<file path="config.mk">
export PLATFORM = sky130hd
export DESIGN_NAME = muldiv_unit
export DESIGN_NICKNAME = d
export VERILOG_FILES = /design/src/rtl/muldiv_pkg.sv /design/src/rtl/muldiv_sign_fix.sv /design/src/rtl/muldiv_unit.sv
export SDC_FILE = /design/constraint.sdc
export NUM_CORES = 1
export LEC_CHECK = 0
export CAP_MARGIN = 10
export CORE_MARGIN = 8
export CORE_UTILIZATION = 40
export DETAILED_ROUTE_END_ITERATION = 6
export SLEW_MARGIN = 10
export SYNTH_ARGS = -nofsm -noshare
export SYNTH_HDL_FRONTEND = slang
export SYNTH_SLANG_ARGS = --single-unit
</file>
<file path="constraint.sdc">
create_clock -name clk -period 9.1 [get_ports clk]
set_input_delay 2.73 -clock clk [delete_from_list [all_inputs] [get_ports clk]]
set_output_delay 2.73 -clock clk [all_outputs]
set_load 0.05 [all_outputs]
</file>
<file path="src/rtl/muldiv_pkg.sv">
// Shared definitions for the multi-cycle multiply/divide unit: funct codes,
// FSM states and default datapath width.
package muldiv_pkg;

  localparam int WIDTH_DEF = 32;

  localparam logic [5:0] FN_MULT  = 6'b011000;
  localparam logic [5:0] FN_MULTU = 6'b011001;
  localparam logic [5:0] FN_DIV   = 6'b011010;
  localparam logic [5:0] FN_DIVU  = 6'b011011;

  typedef enum logic [1:0] {IDLE, CALC, FIX} state_t;

  // The four mult/div funct codes share the 0110xx prefix.
  function automatic logic is_muldiv(input logic [5:0] f);
    return f[5:2] == 4'b0110;
  endfunction

endpackage

</file>
<file path="src/rtl/muldiv_sign_fix.sv">
// Combinational conditional two's-complement negate, used both to take
// operand magnitudes and to restore result signs.
module muldiv_sign_fix #(
  parameter int W = 32
) (
  input  logic [W-1:0] value,
  input  logic         negate,
  output logic [W-1:0] result
);

  logic signed [W-1:0] sval;

  assign sval   = signed'(value);
  assign result = negate ? unsigned'(-sval) : value;

endmodule

</file>
<file path="src/rtl/muldiv_unit.sv">
// Multi-cycle MULT/MULTU/DIV/DIVU unit owning the HI/LO registers.
// Fixed 33-cycle latency: capture, WIDTH iterations, sign fix-up.
module muldiv_unit
  import muldiv_pkg::*;
#(
  parameter int WIDTH = WIDTH_DEF
) (
  input  logic             clk,
  input  logic             rst,
  input  logic             start,
  input  logic [5:0]       func,
  input  logic [WIDTH-1:0] input1,
  input  logic [WIDTH-1:0] input2,
  input  logic             hi_we,
  input  logic             lo_we,
  input  logic [WIDTH-1:0] wdata,
  output logic             busy,
  output logic             done,
  output logic             div_by_zero,
  output logic [WIDTH-1:0] hi,
  output logic [WIDTH-1:0] lo
);

  localparam int CW = $clog2(WIDTH);
  localparam logic [CW-1:0] CNT_LAST = CW'(WIDTH - 1);

  state_t             state, state_nxt;
  logic [CW-1:0]      cnt;
  logic               start_acc, op_signed, op_div_in, dbz_in, s1, s2;
  logic [WIDTH-1:0]   abs1, abs2, cap1;
  logic               is_div, sgn_pq, sgn_r, dbz, done_r;
  logic [2*WIDTH-1:0] acc, acc_nxt, prod_fix;
  logic [WIDTH-1:0]   opb, quo_fix, rem_fix, div_rem;
  logic [WIDTH:0]     mul_sum;
  logic               div_ge;

  assign start_acc = (state == IDLE) && start && is_muldiv(func);
  assign op_signed = ~func[0];
  assign op_div_in = func[1];
  assign s1        = op_signed & input1[WIDTH-1];
  assign s2        = op_signed & input2[WIDTH-1];
  assign dbz_in    = op_div_in && (input2 == '0);
  // A zero divisor keeps the raw dividend and no sign fix, so the iterations
  // naturally leave lo = all ones and hi = original input1.
  assign cap1      = dbz_in ? input1 : abs1;

  muldiv_sign_fix #(.W(WIDTH)) u_abs1 (.value(input1), .negate(s1), .result(abs1));
  muldiv_sign_fix #(.W(WIDTH)) u_abs2 (.value(input2), .negate(s2), .result(abs2));

  // acc holds {upper, lower}: product accumulator, or {remainder, quotient}.
  assign mul_sum = {1'b0, acc[2*WIDTH-1:WIDTH]} + (acc[0] ? {1'b0, opb} : '0);
  assign div_ge  = acc[2*WIDTH-1:WIDTH-1] >= {1'b0, opb};
  assign div_rem = acc[2*WIDTH-2:WIDTH-1] - opb;

  always_comb begin
    acc_nxt = {mul_sum, acc[WIDTH-1:1]};
    if (is_div)
      acc_nxt = div_ge ? {div_rem, acc[WIDTH-2:0], 1'b1} : {acc[2*WIDTH-2:0], 1'b0};
  end

  muldiv_sign_fix #(.W(2*WIDTH)) u_fix_prod (.value(acc), .negate(sgn_pq), .result(prod_fix));
  muldiv_sign_fix #(.W(WIDTH)) u_fix_quo (.value(acc[WIDTH-1:0]), .negate(sgn_pq), .result(quo_fix));
  muldiv_sign_fix #(.W(WIDTH)) u_fix_rem (.value(acc[2*WIDTH-1:WIDTH]), .negate(sgn_r), .result(rem_fix));

  always_ff @(posedge clk) begin
    if (rst) state <= IDLE;
    else     state <= state_nxt;
  end

  always_comb begin
    state_nxt = state;
    case (state)
      IDLE:    if (start_acc) state_nxt = CALC;
      CALC:    if (cnt == CNT_LAST) state_nxt = FIX;
      FIX:     state_nxt = IDLE;
      default: state_nxt = IDLE;
    endcase
  end

  always_ff @(posedge clk) begin
    if (rst) begin
      cnt    <= '0;
      done_r <= 1'b0;
      dbz    <= 1'b0;
      hi     <= '0;
      lo     <= '0;
    end else begin
      done_r <= (state == FIX);
      if (start_acc) begin
        cnt <= '0;
        dbz <= dbz_in;
      end else if (state == CALC) begin
        cnt <= cnt + CW'(1);
      end
      if (state == FIX) begin
        if (is_div) begin
          hi <= rem_fix;
          lo <= quo_fix;
        end else begin
          {hi, lo} <= prod_fix;
        end
      end else if (state == IDLE && !start_acc) begin
        if (hi_we) hi <= wdata;
        if (lo_we) lo <= wdata;
      end
    end
  end

  // Datapath registers carry no reset; they are always reloaded at start.
  always_ff @(posedge clk) begin
    if (start_acc) begin
      is_div <= op_div_in;
      sgn_pq <= ~dbz_in & (s1 ^ s2);
      sgn_r  <= ~dbz_in & s1;
      opb    <= op_div_in ? abs2 : cap1;
      acc    <= {{WIDTH{1'b0}}, (op_div_in ? cap1 : abs2)};
    end else if (state == CALC) begin
      acc <= acc_nxt;
    end
  end

  assign busy        = (state != IDLE);
  assign done        = done_r;
  assign div_by_zero = dbz;

endmodule

</file>
==> run summary, run 1 <==
### Min path
• **critical hold path startpoint** div_by_zero
• **number of instances on the worst hold path** 2
• **hold worst-path end** div_by_zero
• **worst min path class** register to register

### Final layout
• **share of post-route cells with drive strength above 1** 0.0414
• **most frequent standard cell in the layout excluding fill and tap cells** sky130_fd_sc_hd__nor2_1
• **Non-Filler Cell Area, Final** 17100 um^2
• **ANT cells** 0
• **most frequent cells in the layout** sky130_fd_sc_hd__nor2_1 (193), sky130_fd_sc_hd__clkdlybuf4s50_1 (171), sky130_fd_sc_hd__nand2_1 (145)
• **Finished Core Util** 0.480
• **Synth-to-Final Area Change** 18.5%
• **fill cell count** 3490
• **number of nets in the layout** 2076

### Routing
• **drt pass-1 iters** 6
• **first-iteration detailed-routing DRC count** 1142
• **post-detailed-routing wire length** 52400 um
• **highest metal layer used by the detailed router** met4
• **detailed-route wire length per cell** 22.1 um
• **routed vias** 14100
• **count of antenna-violating nets left after detailed routing** 0
• **Via-to-Cell Ratio** 5.93
• **Post-route DRC** 0
• **met2 layer wire length in the routed design** 23300 um
• **Detail Route met3 WL** 2940 um
• **wire length on met1** 24500 um

### CTS
• **clock-pin slew on the worst setup and hold paths** 0.07 ns
• **root buffer selected by CTS** sky130_fd_sc_hd__clkbuf_16
• **total number of H-tree levels** 4
• **number of buffers inserted to repair setup after CTS** 0
• **PostCTS Resize Cnt** 0
• **TritonCTS clock tree** done
• **CTS Buffer Depth** 2
• **clock buffers created by TritonCTS** 17
• **hold bufs inserted after CTS** 0
• **clock latency on the worst-skew pair** 0.45 ns
• **number of sinks handled by clock tree synthesis** 172

### Outcome
• **status** finished clean

### Power
• **peak ir drop on the vdd network** 0.000143 V
• **static leakage** 0.00667 uW
• **total power density per cell area** 182 nW/um^2

### Floorplan
• **area of the die** 42400 um^2
• **initial core utilization** 0.405
• **Top-Level Pins** 174
• **horizontal extent of the die** 206 um
• **core box area** 35600 um^2
• **height of the die** 206 um
• **site row count** 69

### STA
• **post-route clock skew** 0.00983 ns
• **number of hold-slack violations in the final timing report** 0
• **Setup TNS Final** 0 ns
• **final setup fails** 0
• **final-report max-slew violation count** 0
• **slew at the pin closest to its max-slew limit** 1.17 ns
• **minimum clock period after layout** 6.10 ns
• **final critical-path share of the clock period** 0.670
• **Max Fclk** 164 MHz
• **headroom to the max-slew limit** 0.216
• **RSZ-0062 raised after global routing** false
• **worst hold margin** 0.517 ns

### Global routing
• **maximum number of pins on one net before global-route repair** 103
• **total gr overflow** 0
• **via count of the first global-routing pass** 13400
• **initial antenna violation count** 0
• **overall track demand over capacity in global routing** 0.241
• **wire length of the first global-routing pass** 79500 um

### Placed design
• **gp weighted congestion** 1.01
• **number of buffers inserted by port buffering** 173
• **Detail Placement HPWL** 40700 um
• **area after detailed placement** 16500 um^2

### Worst setup path
• **peak fanout along the critical path** 5
• **endpoint class of the critical path** register
• **launch point of the worst reg-to-reg path** acc[0]
• **setup slack, reg-to-reg** 4.33 ns
• **Worst Path Arrival** 6.27 ns
• **startpoint kind of the worst setup timing path** input port
• **endpoint of the lowest-slack register-to-register path** acc[63]
• **classification of the worst setup path** input port to register
• **Register-to-Register Path Depth** 14
• **critical path data required time** 9.28 ns

### Yosys
• **top flip-flop cell by instance count after synthesis** sky130_fd_sc_hd__dfxtp_1
• **flops & latches, synth** 172
• **cell count after synthesis** 1789
• **synthesis warning total** 0
• **Post-synth ARST share** 0
• **Avg Synthesized Cell Area** 8.06 um^2
• **sequential element share of the synthesized area** 0.285
• **EDFF count, synth** 67
• **distinct cell type count after synthesis** 65
• **area of the mapped netlist** 14400 um^2
• **nets in the synthesized netlist** 1968

### Job
• **total of max-cap violations** 0

==> through the flow <==
step | setup slack, ns | instances | total power [uW]
finish | 3.00 | 2371 | 3100
floorplan | 3.42 | 1789 | 1910
CTS | 3.03 | 2371 | 3100
detailed placement | 2.55 | 2339 | 2310
global route | 2.75 | 2371 | 3280
global placement | 2.56 | 2339 | 2300
==> synthesized netlist by cell type (all sizes together), types with 67 or more instances <==
cell / count / area [um^2]
a21oi: 142 / 714
xnor2: 87 / 762
dfxtp: 105 / 2100
o21ai: 110 / 551
nor2: 194 / 728
clkbuf: 84 / 315
nand2: 145 / 544
xor2: 86 / 753
inv: 69 / 259
edfxtp: 67 / 2010
mux2i: 127 / 1270
ha: 70 / 876
==> critical path, stage by stage <==
cell                              delay (ns)
sky130_fd_sc_hd__clkdlybuf4s50_1        0.48
sky130_fd_sc_hd__nor4_1                 0.34
sky130_fd_sc_hd__nand2_1                0.15
sky130_fd_sc_hd__or4_1                  0.49
sky130_fd_sc_hd__or3_1                  0.45
sky130_fd_sc_hd__or4_1                  0.60
sky130_fd_sc_hd__nand2b_1               0.21
sky130_fd_sc_hd__o41ai_1                0.33
sky130_fd_sc_hd__xor2_1                 0.22
sky130_fd_sc_hd__a21oi_1                0.09
sky130_fd_sc_hd__o21bai_1               0.19
==> worst max path at each step <==
stage | endpoint | cells past startpoint | start
final | acc[30] | 11 | input1[2]
after global routing | acc[29] | 11 | input2[2]
after CTS | acc[30] | 11 | input1[2]
after detailed placement | acc[30] | 11 | input1[2]
after global placement | acc[30] | 11 | input1[4]
after floorplan | acc[30] | 10 | input1[4]
==> routing by layer <==
metal | vias to the layer above | track usage
met3 | 75 | 0.0343
met2 | 479 | 0.374
met4 | 0 | 0.0887
met1 | 6746 | 0.336
met5 | - | 0
li1 | 6770 | -
==> power by group <==
group | switching, uW | internal [uW] | leakage, uW | total (uW)
clock network | 334 | 457 | 0.000283 | 791
registers | 167 | 874 | 0.00148 | 1040
logic | 751 | 521 | 0.00490 | 1270
total | 1250 | 1850 | 0.00667 | 3100
==> sequential cells by signal (all words and copies together), names as in the netlist, 2 cells and up <==
| register | flops |
|---|---|
| acc | 64 |
| cnt | 5 |
| hi | 32 |
| lo | 32 |
| opb | 32 |
| state | 2 |
==> cells by family after synthesis <==
group | count (synthesis) | share of synthesized area
simple gates | 564 | 0.185
flops | 172 | 0.285
fa+ha+maj | 72 | 0.0635
xor+xnor | 173 | 0.105
buf+inv | 169 | 0.0440
mux | 127 | 0.0882
compound gates | 512 | 0.229
==> layout make-up <==
| class | instances | area [um^2] | area share |
|---|---|---|---|
| Inverter | 69 | 259 | 0.0152 |
| Multi-Input combinational cell | 1448 | 9680 | 0.567 |
| Tap cell | 461 | 577 | 0.0338 |
| Clock buffer | 19 | 433 | 0.0253 |
| Clock inverter | 13 | 175 | 0.0103 |
| Sequential cell | 172 | 4110 | 0.241 |
| Timing Repair Buffer | 189 | 1840 | 0.108 |
Power figures use the tool's default switching activity.
==> run 2, diff against run 1 <==
- clock period: 9.1 -> 5.41 ns (I/O delays scaled with it)
==> run summary, run 2 (synthesis gave the netlist of run 1 again) <==
### CTS
• **hold bufs inserted after CTS** 0, unchanged
• **root buffer selected by CTS** sky130_fd_sc_hd__clkbuf_16, unchanged
• **number of sinks handled by clock tree synthesis** 172, unchanged
• **clock latency on the worst-skew pair** 0.46 ns, was 0.45 ns
• **CTS Buffer Depth** 2, unchanged
• **clock-pin slew on the worst setup and hold paths** 0.07 ns, about the same
• **PostCTS Resize Cnt** 0, unchanged
• **clock buffers created by TritonCTS** 17, unchanged
• **number of buffers inserted to repair setup after CTS** 0, unchanged
• **total number of H-tree levels** 4, unchanged
• **TritonCTS clock tree** done, unchanged

### Worst setup path
• **cell-by-cell trace of the critical path** clkdlybuf4s50_1, nor4_1, nand2_1, or4_1, or3_1, or4_1, nand2b_1, o41ai_1, xor2_1, a21oi_1, o21bai_1, unchanged
• **combined buffer and inverter count along the critical path** 1, unchanged
• **most frequent CP cell** sky130_fd_sc_hd__or4_1, unchanged
• **setup slack, reg-to-reg** 0.96 ns, was 4.33 ns
• **delay of the slowest cell on the worst path** 0.50 ns, was 0.60 ns
• **endpoint class of the critical path** register, unchanged
• **Worst Path Arrival** 4.93 ns, was 6.27 ns
• **critical path data required time** 5.60 ns, was 9.28 ns
• **classification of the worst setup path** input port to register, unchanged
• **cell with the largest stage delay on the worst path** sky130_fd_sc_hd__or4_1, unchanged
• **startpoint kind of the worst setup timing path** input port, unchanged
• **peak fanout along the critical path** 3, was 5
• **category of cells accounting for the largest share of critical-path delay** simple AND/OR/NAND/NOR gates, unchanged

### Global routing
• **via count of the first global-routing pass** 13600, was 13400
• **initial antenna violation count** 1, was 0
• **wire length of the first global-routing pass** 80500 um, was 79500 um
• **total gr overflow** 0, unchanged
• **maximum number of pins on one net before global-route repair** 103, unchanged
• **overall track demand over capacity in global routing** 0.245, was 0.241

### Final layout
• **Synth-to-Final Area Change** 19.1%, was 18.5%
• **most frequent cells in the layout** sky130_fd_sc_hd__nor2_1 (193), sky130_fd_sc_hd__clkdlybuf4s50_1 (171), sky130_fd_sc_hd__nand2_1 (145), unchanged
• **Storage cell area** 4110 um^2, unchanged
• **ANT cells** 0, unchanged
• **register with the most flip-flops** acc, unchanged
• **Multi-input gate area** 9680 um^2, unchanged
• **Largest register FFs** 64, unchanged
• **share of post-route cells with drive strength above 1** 0.0494, was 0.0414
• **fill cell count** 3542, was 3490
• **number of nets in the layout** 2089, was 2076
• **most frequent standard cell in the layout excluding fill and tap cells** sky130_fd_sc_hd__nor2_1, unchanged

### Placed design
• **Detail Placement HPWL** 41200 um, was 40700 um
• **number of buffers inserted by port buffering** 173, unchanged
• **pre-CTS setup slack** 0.204 ns, was 2.55 ns
• **gp weighted congestion** 0.964, was 1.01

### Floorplan
• **initial core utilization** 0.405, unchanged
• **height of the die** 206 um, unchanged
• **core box area** 35600 um^2, unchanged
• **area of the die** 42400 um^2, unchanged
• **site row count** 69, unchanged
• **Top-Level Pins** 174, unchanged
• **horizontal extent of the die** 206 um, unchanged

### STA
• **minimum clock period after layout** 4.74 ns
• **post-route clock skew** 0.00944 ns, was 0.00983 ns
• **final setup fails** 0, unchanged
• **RSZ-0062 raised after global routing** false, unchanged
• **Max Fclk** 211 MHz
• **number of hold-slack violations in the final timing report** 0, unchanged
• **worst hold margin** 0.505 ns, was 0.517 ns
• **post-route setup slack** 0.674 ns, was 3.00 ns
• **slew at the pin closest to its max-slew limit** 1.17 ns, about the same
• **final critical-path share of the clock period** 0.875
• **headroom to the max-slew limit** 0.216, about the same
• **final-report max-slew violation count** 0, unchanged
• **Setup TNS Final** 0 ns, unchanged

### Routing
• **post-detailed-routing wire length** 52900 um, was 52400 um
• **count of antenna-violating nets left after detailed routing** 0, unchanged
• **Via-to-Cell Ratio** 5.87, was 5.93
• **routed vias** 14000, was 14100
• **first-iteration detailed-routing DRC count** 961, was 1142
• **Post-route DRC** 0, unchanged
• **detailed-route wire length per cell** 22.2 um, was 22.1 um
• **drt pass-1 iters** 5, was 6

### Power
• **total power density per cell area** 301 nW/um^2, was 182 nW/um^2
• **static leakage** 0.00672 uW, was 0.00667 uW
• **peak ir drop on the vdd network** 0.000247 V, was 0.000143 V

### Outcome
• **status** finished clean, unchanged

### Min path
• **worst min path class** register to register, unchanged

### Job
• **total of max-cap violations** 0, unchanged

## run 2: tightest hold or removal path, cell delays in order (launching register included)
cell	delay, ns
sky130_fd_sc_hd__dfxtp_1	0.34
sky130_fd_sc_hd__nand2_1	0.06
sky130_fd_sc_hd__a21oi_1	0.05
## run 2: final cells by class
type                    count  area share
clock inverters            11     0.00773
repair buffers            202       0.114
well taps                 461      0.0336
inverters                  69      0.0151
clock buffers              21      0.0262
multi-input cells        1448       0.564
flip-flops and latches    172       0.240
## run 2: through the flow
step	area, um^2	total power (uW)	cells	util
final	17200	5170	2384	0.483
after global routing	17200	5470	2384	0.483
after CTS	17200	5180	2384	0.483
after detailed placement	16600	3890	2352	0.466
after global placement	16600	3880	2352	0.466
after floorplan	14400	3210	1789	-
## run 2: power by group
group          total, uW  switching (uW)  internal [uW]
logic               2150            1270            888
registers           1740             271           1470
clock network       1280             579            699
total               5170            2120           3060
## run 2: worst paths after layout
kind | from | to | cells past startpoint
worst max-delay path | input1[4] | acc[30] | 11
worst min register to register | div_by_zero | div_by_zero | 2
worst max register to register | acc[0] | acc[63] | 15
worst min-delay path | div_by_zero | div_by_zero | 2
## run 2: metal layers
layer / global-route usage / vias up / part of all wire
li1: - / 6794 / -
met1: 0.339 / 6658 / 0.46
met2: 0.380 / 455 / 0.44
met3: 0.0348 / 80 / 0.056
met4: 0.0966 / 2 / 0.036
met5: 0 / - / 0.00021
==> run 3, diff against run 2 <==
- CORE_MARGIN: 8 -> 3
==> run summary, run 3 (synthesis gave the netlist of run 1 again) <==
### Outcome
• **status** finished clean, unchanged

### Final layout
• **fill cell count** 3462, was 3542
• **Non-Filler Cell Area, Final** 17200 um^2, about the same
• **share of post-route cells with drive strength above 1** 0.0514, was 0.0494
• **register with the most flip-flops** acc, unchanged
• **most frequent standard cell in the layout excluding fill and tap cells** sky130_fd_sc_hd__nor2_1, unchanged
• **most frequent cells in the layout** sky130_fd_sc_hd__nor2_1 (193), sky130_fd_sc_hd__clkdlybuf4s50_1 (171), sky130_fd_sc_hd__nand2_1 (145), unchanged
• **Synth-to-Final Area Change** 19.4%, was 19.1%
• **Largest register FFs** 64, unchanged
• **number of nets in the layout** 2091, was 2089

### Floorplan
• **site row count** 68, was 69
• **core box area** 35100 um^2, was 35600 um^2
• **area of the die** 38300 um^2, was 42400 um^2
• **Top-Level Pins** 174, unchanged
• **initial core utilization** 0.411, was 0.405
• **height of the die** 196 um, was 206 um
• **horizontal extent of the die** 196 um, was 206 um

### Routing
• **Post-route DRC** 0, unchanged
• **post-detailed-routing wire length** 52400 um, was 52900 um
• **count of antenna-violating nets left after detailed routing** 0, unchanged
• **detailed-route wire length per cell** 22.0 um, was 22.2 um
• **drt pass-1 iters** 6, was 5
• **routed vias** 14100, was 14000
• **first-iteration detailed-routing DRC count** 1218, was 961
• **Via-to-Cell Ratio** 5.93, was 5.87

### STA
• **RSZ-0062 raised after global routing** false, unchanged
• **number of hold-slack violations in the final timing report** 0, unchanged
• **Setup TNS Final** 0 ns, unchanged
• **slew at the pin closest to its max-slew limit** 1.19 ns, was 1.17 ns
• **final setup fails** 0, unchanged
• **headroom to the max-slew limit** 0.206, was 0.216
• **post-route clock skew** 0.0146 ns, was 0.00944 ns
• **minimum clock period after layout** 4.86 ns, was 4.74 ns
• **worst hold margin** 0.523 ns, was 0.505 ns
• **final critical-path share of the clock period** 0.898, was 0.875
• **final-report max-slew violation count** 0, unchanged
• **Max Fclk** 206 MHz, was 211 MHz

### Global routing
• **initial antenna violation count** 1, unchanged
• **wire length of the first global-routing pass** 79900 um, was 80500 um
• **Most Used Layer, Global Route** met2, unchanged
• **overall track demand over capacity in global routing** 0.265, was 0.245
• **global-route met3 utilization** 0.0452, was 0.0348
• **total gr overflow** 0, unchanged
• **M2 GR Usage** 0.430, was 0.380
• **GR Util met1** 0.373, was 0.339
• **maximum number of pins on one net before global-route repair** 85, was 103
• **via count of the first global-routing pass** 13300, was 13600

### Power
• **static leakage** 0.00676 uW, was 0.00672 uW
• **post-layout total power** 5270 uW, was 5170 uW
• **total power density per cell area** 306 nW/um^2, was 301 nW/um^2
• **peak ir drop on the vdd network** 0.000280 V, was 0.000247 V

### CTS
• **root buffer selected by CTS** sky130_fd_sc_hd__clkbuf_16, unchanged
• **clock buffers created by TritonCTS** 17, unchanged
• **number of sinks handled by clock tree synthesis** 172, unchanged
• **total number of H-tree levels** 4, unchanged
• **clock latency on the worst-skew pair** 0.46 ns, about the same
• **hold bufs inserted after CTS** 0, unchanged
• **TritonCTS clock tree** done, unchanged
• **CTS Buffer Depth** 2, unchanged
• **number of buffers inserted to repair setup after CTS** 0, unchanged
• **clock-pin slew on the worst setup and hold paths** 0.08 ns, was 0.07 ns
• **PostCTS Resize Cnt** 0, unchanged

### Placed design
• **gp weighted congestion** 0.928, was 0.964
• **Detail Placement HPWL** 40700 um, was 41200 um
• **number of buffers inserted by port buffering** 173, unchanged
• **area after detailed placement** 16600 um^2, about the same

### Worst setup path
• **endpoint of the lowest-slack register-to-register path** acc[63], unchanged
• **endpoint class of the critical path** register, unchanged
• **classification of the worst setup path** input port to register, unchanged
• **critical path data required time** 5.61 ns, was 5.60 ns
• **Worst Path Arrival** 5.06 ns, was 4.93 ns
• **peak fanout along the critical path** 4, was 3
• **startpoint kind of the worst setup timing path** input port, unchanged
• **Register-to-Register Path Depth** 14, was 15
• **launch point of the worst reg-to-reg path** acc[0], unchanged
• **delay of the slowest cell on the worst path** 0.54 ns, was 0.50 ns
• **cell with the largest stage delay on the worst path** sky130_fd_sc_hd__or4_1, unchanged
• **cell-by-cell trace of the critical path** clkdlybuf4s50_1, nor4_1, buf_4, nand2_1, or4_1, or3_1, or4_1, buf_4, o41ai_1, xor2_1, nand2_1, o2bb2ai_1, was clkdlybuf4s50_1, nor4_1, nand2_1, or4_1, or3_1, or4_1, nand2b_1, o41ai_1, xor2_1, a21oi_1, o21bai_1
• **setup slack, reg-to-reg** 0.90 ns, was 0.96 ns

### Min path
• **worst min path class** register to register, unchanged
• **hold worst-path end** div_by_zero, unchanged
• **critical hold path startpoint** div_by_zero, unchanged
• **number of instances on the worst hold path** 2, unchanged

### Job
• **total of max-cap violations** 0, unchanged

==> run 3: cell count changes in the layout (fill, tap and decap cells not counted) <==
cell                         before  now
sky130_fd_sc_hd__buf_4           28   30
sky130_fd_sc_hd__bufinv_16        2    3
sky130_fd_sc_hd__clkbuf_1         3    0
sky130_fd_sc_hd__clkinv_1         0    1
sky130_fd_sc_hd__clkinv_2         0    1
sky130_fd_sc_hd__clkinv_4         2    3
sky130_fd_sc_hd__clkinvlp_2       1    0
sky130_fd_sc_hd__clkinvlp_4       2    1
sky130_fd_sc_hd__diode_2          0    1
sky130_fd_sc_hd__inv_6            4    3
sky130_fd_sc_hd__inv_8            0    2
==> run 3: worst max-delay path by stage <==
stage / slack [ns] / from / depth (start not counted) / end
global placement: 0.15 / input1[4] / 12 / acc[30]
floorplan: 0.83 / input1[4] / 10 / acc[30]
detailed placement: 0.08 / input1[4] / 12 / acc[26]
global route: 0.35 / input1[4] / 12 / acc[30]
finish: 0.55 / input1[4] / 12 / acc[26]
CTS: 0.57 / input1[4] / 12 / acc[26]
==> run 3: area by class of cell <==
cell class	count	area, um^2	area share
Multi-Input combinational cell	1448	9680	0.562
Sequential cell	172	4110	0.239
Timing Repair Buffer	204	1970	0.114
Tap cell	455	569	0.0331
Clock buffer	18	439	0.0255
Inverter	69	259	0.0150
Clock inverter	14	181	0.0105
Antenna cell	1	2.50	0.000145
==> run 3: routing by layer <==
metal  vias up  part of all wire
li1       6801                 -
met2       512              0.46
met1      6765              0.46
met5         -                 0
met3        37             0.060
met4         0             0.017
==> run 3: critical path: cells and delay by family <==
| kind | cells | cell delay [ns] |
|---|---|---|
| xor+xnor | 1 | 0.23 |
| simple gates | 6 | 1.87 |
| compound gates | 2 | 0.55 |
| buf+inv | 3 | 0.78 |
==> run 3: report_power, final <==
group / internal [uW] / switching [uW]
registers: 1470 / 275
clock network: 750 / 595
logic: 888 / 1290
==> run 3: metrics by stage <==
step / instances / setup slack [ns] / utilization
global placement: 2348 / 0.152 / 0.473
floorplan: 1789 / 0.835 / -
CTS: 2380 / 0.569 / 0.491
global route: 2380 / 0.346 / 0.491
finish: 2381 / 0.552 / 0.491
detailed placement: 2348 / 0.0805 / 0.473
